===== config.mk =====
export PLATFORM = sky130hd
export DESIGN_NAME = fetch_stage
export DESIGN_NICKNAME = d
export VERILOG_FILES = /design/src/rtl/fetch_stage_pkg.sv /design/src/rtl/ifid_reg.sv /design/src/rtl/fetch_stage.sv
export SDC_FILE = /design/constraint.sdc
export NUM_CORES = 1
export LEC_CHECK = 0
export ABC_AREA = 1
export BUFFER_PORTS_ARGS = -buffer_cell sky130_fd_sc_hd__buf_2
export CORE_MARGIN = 2
export CORE_UTILIZATION = 59
export CTS_CLUSTER_SIZE = 12
export DETAILED_ROUTE_END_ITERATION = 10
export PLACE_DENSITY = 0.88
export SYNTH_ARGS = -nofsm -noshare
export SYNTH_HDL_FRONTEND = slang
export SYNTH_HIERARCHICAL = 1
export SYNTH_SLANG_ARGS = --single-unit

===== constraint.sdc =====
create_clock -name clk -period 3 [get_ports clk]
set_clock_uncertainty 0.05 [all_clocks]
set_input_delay 0.3 -clock clk [delete_from_list [all_inputs] [get_ports clk]]
set_output_delay 0.3 -clock clk [all_outputs]
set_load 0.02 [all_outputs]

===== src/rtl/fetch_stage_pkg.sv =====
// Shared widths and FSM encoding for the instruction-fetch stage.
package fetch_stage_pkg;

    localparam int unsigned ISIZE   = 16;
    localparam int unsigned INSTR_W = 32;

    typedef enum logic [1:0] {
        StReq  = 2'd0,
        StWait = 2'd1,
        StHold = 2'd2,
        StDrop = 2'd3
    } fetch_state_e;

endpackage


===== src/rtl/ifid_reg.sv =====
// IF/ID pipeline register; priority is flush > stall > load > bubble.
module ifid_reg #(
    parameter int unsigned IW = 32,
    parameter int unsigned AW = 16
) (
    input  logic          clk,
    input  logic          rst,
    input  logic          flush,
    input  logic          stall,
    input  logic          load,
    input  logic [IW-1:0] load_instr,
    input  logic [AW-1:0] load_pc,
    output logic          valid,
    output logic [IW-1:0] instr,
    output logic [AW-1:0] pc
);

    logic          valid_q;
    logic [IW-1:0] instr_q;
    logic [AW-1:0] pc_q;

    always_ff @(posedge clk) begin
        if (rst) begin
            valid_q <= 1'b0;
            instr_q <= '0;
            pc_q    <= '0;
        end else if (flush) begin
            valid_q <= 1'b0;
        end else if (!stall) begin
            if (load) begin
                valid_q <= 1'b1;
                instr_q <= load_instr;
                pc_q    <= load_pc;
            end else begin
                // Bubble: payload is left as-is, only the valid bit drops.
                valid_q <= 1'b0;
            end
        end
    end

    assign valid = valid_q;
    assign instr = instr_q;
    assign pc    = pc_q;

endmodule


===== src/rtl/fetch_stage.sv =====
// Instruction-fetch stage: single-outstanding imem requests, hold buffer for stalled
// responses, squash of in-flight responses on redirect, and the nextPC steering mux.
module fetch_stage
    import fetch_stage_pkg::*;
#(
    parameter int unsigned IW = INSTR_W,
    parameter int unsigned AW = ISIZE
) (
    input  logic          clk,
    input  logic          rst,
    input  logic [AW-1:0] currPC,
    output logic [AW-1:0] nextPC,
    output logic          imem_req,
    output logic [AW-1:0] imem_addr,
    input  logic          imem_rvalid,
    input  logic [IW-1:0] imem_rdata,
    input  logic          stall,
    input  logic          flush,
    input  logic [AW-1:0] branch_target,
    output logic          ifid_valid,
    output logic [IW-1:0] ifid_instr,
    output logic [AW-1:0] ifid_pc
);

    localparam logic [AW-1:0] PcOne = AW'(1);

    fetch_state_e state_q, state_d;

    logic [AW-1:0] req_pc_q;
    logic [IW-1:0] hold_instr_q;
    logic [AW-1:0] hold_pc_q;
    logic          hold_capture;

    logic          ifid_load;
    logic [IW-1:0] ifid_load_instr;
    logic [AW-1:0] ifid_load_pc;

    logic [AW-1:0] pc_hold;
    logic [AW-1:0] pc_advance;
    logic [AW-1:0] pc_redirect;
    logic [AW-1:0] next_pc;

    // The PC register adds one to whatever we drive, so each choice is pre-decremented.
    assign pc_hold     = currPC - PcOne;
    assign pc_advance  = currPC;
    assign pc_redirect = branch_target - PcOne;

    always_comb begin
        state_d         = state_q;
        next_pc         = pc_hold;
        imem_req        = 1'b0;
        imem_addr       = currPC;
        hold_capture    = 1'b0;
        ifid_load       = 1'b0;
        ifid_load_instr = imem_rdata;
        ifid_load_pc    = req_pc_q;

        unique case (state_q)
            StReq: begin
                imem_req = 1'b1;
                if (flush) begin
                    next_pc = pc_redirect;
                    state_d = StDrop;
                end else begin
                    state_d = StWait;
                end
            end

            StWait: begin
                if (flush) begin
                    next_pc = pc_redirect;
                    state_d = imem_rvalid ? StReq : StDrop;
                end else if (imem_rvalid) begin
                    if (!stall) begin
                        ifid_load = 1'b1;
                        next_pc   = pc_advance;
                        state_d   = StReq;
                    end else begin
                        hold_capture = 1'b1;
                        state_d      = StHold;
                    end
                end
            end

            StHold: begin
                ifid_load_instr = hold_instr_q;
                ifid_load_pc    = hold_pc_q;
                if (flush) begin
                    next_pc = pc_redirect;
                    state_d = StReq;
                end else if (!stall) begin
                    ifid_load = 1'b1;
                    next_pc   = pc_advance;
                    state_d   = StReq;
                end
            end

            StDrop: begin
                if (flush) begin
                    next_pc = pc_redirect;
                end
                // A response coinciding with a repeat flush is still the squashed one.
                if (imem_rvalid) begin
                    state_d = StReq;
                end
            end

            default: begin
                state_d = StReq;
            end
        endcase

        if (rst) begin
            imem_req     = 1'b0;
            hold_capture = 1'b0;
            ifid_load    = 1'b0;
            state_d      = StReq;
        end
    end

    assign nextPC = next_pc;

    always_ff @(posedge clk) begin
        if (rst) begin
            state_q <= StReq;
        end else begin
            state_q <= state_d;
        end
    end

    always_ff @(posedge clk) begin
        if (rst) begin
            req_pc_q <= '0;
        end else if (state_q == StReq) begin
            req_pc_q <= currPC;
        end
    end

    always_ff @(posedge clk) begin
        if (rst) begin
            hold_instr_q <= '0;
            hold_pc_q    <= '0;
        end else if (hold_capture) begin
            hold_instr_q <= imem_rdata;
            hold_pc_q    <= req_pc_q;
        end
    end

    ifid_reg #(
        .IW(IW),
        .AW(AW)
    ) u_ifid_reg (
        .clk        (clk),
        .rst        (rst),
        .flush      (flush),
        .stall      (stall),
        .load       (ifid_load),
        .load_instr (ifid_load_instr),
        .load_pc    (ifid_load_pc),
        .valid      (ifid_valid),
        .instr      (ifid_instr),
        .pc         (ifid_pc)
    );

endmodule


=== Word level (Yosys, flattened, before mapping) ===
Index checks and enable logic that the tools add are counted.

* Logic and storage cells: 53
* Output and inout bits: 82
* Bits in registers: 115
* Input port bits: 69

* Add/subtract/negate cells: 2
* Reductions and logical operators: 5
* Bitwise gates (word level): 2
* Equality and inequality tests: 6
* Mux-type cells: 31

{| class="wikitable"
|+ Operator list
! operator !! number
|-
| 16-bit two-way mux || 6
|-
| 16-bit one-hot mux with 3 select lines || 1
|-
| 32-bit two-way mux || 1
|-
| 16-bit by 1-bit subtractor with 16-bit output (second input constant) || 2
|-
| 2-bit two-way mux || 8
|-
| 1-bit two-way mux || 13
|-
| 2-bit one-hot mux with 4 select lines || 1
|-
| 3-bit != test (second input constant) || 2
|-
| 3-bit AND reduction || 2
|-
| 2-bit == test (second input constant) || 2
|-
| 2-bit OR reduction || 2
|-
| 2-bit by 1-bit == test with 1-bit output (second input constant) || 1
|-
| 2-bit logical NOT || 1
|-
| 2-bit != test (second input constant) || 1
|-
| 1-bit NOT || 2
|-
| 1-bit one-hot mux with 2 select lines || 1
|}

=== Longest topological paths before layout ===
* Depth after elaboration: 6
* Mapped depth: 13

=== Modules after synthesis ===
Netlist, hierarchy kept.

{| class="wikitable"
|+ By module, submodules not included
! module !! cells each !! instances !! area an instance (um^2)
|-
| fetch_stage || 666 || 1 || 4194.0
|-
| ifid_reg || 322 || 1 || 2173.3
|}

=== Worst setup path after synthesis ===
Ideal clock, no wire load.

* Kind: reg-to-output
* From: reg state_q[1]
* To: out nextPC[4]
* Buffers on the path: 2
* Setup slack: 0.957 ns
* Cell stages (with the launch flop): 11
* Arrival: 1.693 ns
* Cell sequence: dfxtp_1 inv_1 ha_1 buf_4 nor2_1 nor2_1 nand2_2 buf_6 a21oi_1 nor3_1 nor3_1

* Word-level cells in the longest chain between the ends: 3
* Elaborated cells on any way between the ends: 6

{| class="wikitable"
|+ RTL lines
! item !! line !! RTL
|-
| start: declaration || fetch_stage.sv:27 || <nowiki>fetch_state_e state_q, state_d;</nowiki>
|-
| start signal: assignment || fetch_stage.sv:125 || <nowiki>state_q <= StReq;</nowiki>
|-
| start signal: assignment || fetch_stage.sv:127 || <nowiki>state_q <= state_d;</nowiki>
|-
| 2-bit == test or 2-bit logical NOT (tied branches) || fetch_stage.sv:58 || <nowiki>unique case (state_q)</nowiki>
|-
| 2-bit OR reduction (no source line) || - ||
|-
| 16-bit one-hot mux with 3 select lines * || fetch_stage.sv:58 ||
|-
| end: declaration || fetch_stage.sv:12 || <nowiki>output logic [AW-1:0] nextPC,</nowiki>
|}

Every way passes the cells marked *; elsewhere a longest branch is shown, timed or not.

=== Worst setup path in the final report ===
* From: reg state_q[1]
* To: out nextPC[8]

The elaborated chain is that of the path after synthesis.

==> reports/results.ini <==
[critical_path]
crit_chain=inv_1 > ha_2 > inv_2 > nand2_1 > nand2_2 > nand2_4 > nand2_2 > o21ai_0 > a21oi_1 > nor2_1 > buf_2
reg2reg_depth=8
r2r_start=state_q[0]$_SDFFE_PP0P_
worst_setup_path_end_kind=output port
cp.required_ns=2.65
cpMaxStageDelayCell=dfxtp_1
r2r_end=u_ifid_reg/pc[10]$_SDFFE_PP0P_
critical-path-max-stage-delay_ns=0.34
worst_ep_arrival_time_ns=2.36
path_buf_inv=3
cp.depth=11
r2r_setup_slack_ns=0.70
start_kind=flip-flop
cp_common_cell=nand2_2
cp_max_fo=8
criticalPathCategory=flip-flop to output port
cp_top_family=simple AND/OR/NAND/NOR gates

[global_routing]
grt_pass1_vias=6219
overflow=0
antenna_found_initial=0
grt_use_total_pct=30.0
grt_pass1_wl_mm=28.1
grt_max_degree=98

[sta]
fin_crit_sh_pct=90.5
worstMarginPinSlew_ns=0.644
fmax_ghz=0.368
setup_viol_count_final=0
setup_slack_ns=0.286
finalHoldViolations=0
relSlewSlack_pct=57.0
report.final.slew_viol_count=0
rsz0062_at_grt=false
fin_crit_ns=2.71
fin_tns_setup_ns=0

[die]
die_x_um=108
core_area_sq_um=10400
initial_core_util_pct=61.1
ioPinCount=151
rows=37
dieHeight_um=108
dieArea_sq_um=11600

[logic_synthesis]
ys.flop_type=dfxtp_1
synth_fa_ha_area_share_pct=1.38
synth-seq-cells=115
synth_cell_type_count=29
async_flop_share_pct=0
yosysTopAreaCell=dfxtp_1
synth_top_family_by_area=simple AND/OR/NAND/NOR gates
synth_top_area_share_pct=36.2
synth-xor-area-share_pct=0.413
synth.yosys.warnings=6
yosysSeqAreaShare_pct=36.2
syn_area_sq_um=6370
postSynthCellCount=988
synth_area_leaders=dfxtp_1 (36%), nand2_1 (9.8%), a21oi_1 (9.3%), o21ai_0 (9.2%), inv_1 (8.3%)
synthSimpleGateAreaFrac_pct=25.9
synth_compound_area_share_pct=20.8
synth_nets=1064
synthTopCellsByCount=nand2_1 (167), inv_1 (140), a21oi_1 (118)
syn_area_per_cell_sq_um=6.44
synthMuxAreaShare_pct=0
synth.most_common_cell=nand2_1
synth_edf_count=0

[cts]
cts_sinks=115
insertion_delay_ns=0.53
clockBufferDepth=2
cts-htree-levels=4
clk_pin_slew_ns=0.06
root_buffer=clkbuf_8
cts_tree=yes
cts_inserted_buffers=17

[drt]
wl_per_cell_um=14.0
ant_nets=0
dr_wl_met2_mm=8.58
vias=6904
wl_met3_mm=1.41
drt-pass1-iter-count=6
viasPerCell=5.49
m1WireLength_mm=6.97
routed_wl_mm=17.6
drt_iter0_markers=729
top_layer_used=met4
drc=0

[placed_design]
portBuffers=150
gp_congestion=0.914
post-place-ws_ns=0.733
dp_hpwl_mm=10.5

[pwr]
power_density_nw_per_um2=632
peakVddDrop_mv=0.391
p_leak_nw=3.76
finalPower_mw=4.91

[cells_and_area]
syn2layout_area_growth_pct=22.0
nNetsFinal=1185
antennaDiodeCount=0
drive_above_1_share_pct=18.8

[worst_hold_path]
whs_path_depth=3
hp-start=imem_rdata[19]
hold_path_end=hold_instr_q[19]$_SDFFE_PP0P_
hold_class=input pin to flip-flop

[status]
status=finished, final reports clean

[flow_run]
cap_violations=0

## sequential cells by signal (all words and copies together), names as in the netlist
signal and cells:
hold_instr_q 32, hold_pc_q 16, req_pc_q 16, state_q 2, u_ifid_reg/instr 32, u_ifid_reg/pc 16
u_ifid_reg/valid 1
## cell type report
type | instances | area [sq um]
multi-input cells | 652 | 3100
fillers | 813 | 2650
flip-flops and latches | 115 | 2300
repair buffers | 179 | 1050
clock inverters | 15 | 195
clock buffers | 17 | 414
well taps | 136 | 170
inverters | 144 | 541
## report_power, final
part	internal, mW	switching (mW)	leakage (nW)	total, mW
logic	0.348	0.783	2.53	1.13
clock network	1.29	0.808	0.298	2.10
registers	1.63	0.0510	0.933	1.68
total	3.26	1.64	3.76	4.91
## worst min-delay path, stage by stage
cell,delay (ns)
buf_2,0.08
inv_1,0.05
a21oi_1,0.11
## cells by family (layout without fill, tap and decap cells)
kind of cell               Yosys count  in the layout
xor gates and xnor gates             3              3
AOI/OAI and AO/OA                  255            255
adders and majority gates            7              7
buffers and inverters              221            355
DFF                                115            115
and+or+nand+nor                    387            387
## layer usage
layer	global-route usage, %	vias to the layer above
met3	7.51	77
met2	50.4	329
met5	0	-
met4	14.0	0
met1	35.7	3091
li1	-	3407
## worst max path at each step
| stage | from | to |
|---|---|---|
| 2_1_floorplan | state_q[1]$_SDFFE_PP0P_ | nextPC[4] |
| 3_3_place_gp | state_q[1]$_SDFFE_PP0P_ | u_ifid_reg/instr[4]$_SDFFE_PP0P_ |
| 3_5_place_dp | state_q[1]$_SDFFE_PP0P_ | u_ifid_reg/instr[31]$_SDFFE_PP0P_ |
| 4_1_cts | state_q[1]$_SDFFE_PP0P_ | nextPC[10] |
| 5_1_grt | state_q[1]$_SDFFE_PP0P_ | nextPC[10] |
| 6_report | state_q[1]$_SDFFE_PP0P_ | nextPC[8] |
## through the flow
stage / area, sq um / hold WS, ns / instances / utilization [%]
after global routing: 7770 / 0.00631 / 1258 / 74.6
after CTS: 7770 / 0.00276 / 1258 / 74.6
after floorplan: 6370 / 0.384 / 988 / -
after global placement: 6950 / 0.397 / 1205 / 66.7
after detailed placement: 6950 / 0.398 / 1205 / 66.7
final: 7770 / 0.00577 / 1258 / 74.6
## layout by cell type (no fill, tap or decap), types with 3 or more instances in the layout
cell,n
clkinv_4,3
o31ai_1,4
bufinv_16,3
inv_1,140
ha_1,5
nor2_1,114
inv_6,5
nand2_1,167
o21ai_0,117
a211oi_1,13
a21oi_1,118
nand2_2,3
nand3_1,82
nand2_4,3
nand4_1,4
nor3_1,6
dlygate4sd3_1,21
clkbuf_16,16
buf_4,6
inv_2,4
xor2_1,3
dfxtp_1,115
buf_2,150
## repair_timing
action,in CTS,in global routing
gates resized for setup,0,1
setup buffers,0,0
endpoints found under the setup margin,0,1
hold buffers,21,0
hold endpoints to repair,21,0
No activity file was read; power rests on OpenSTA's default activity.
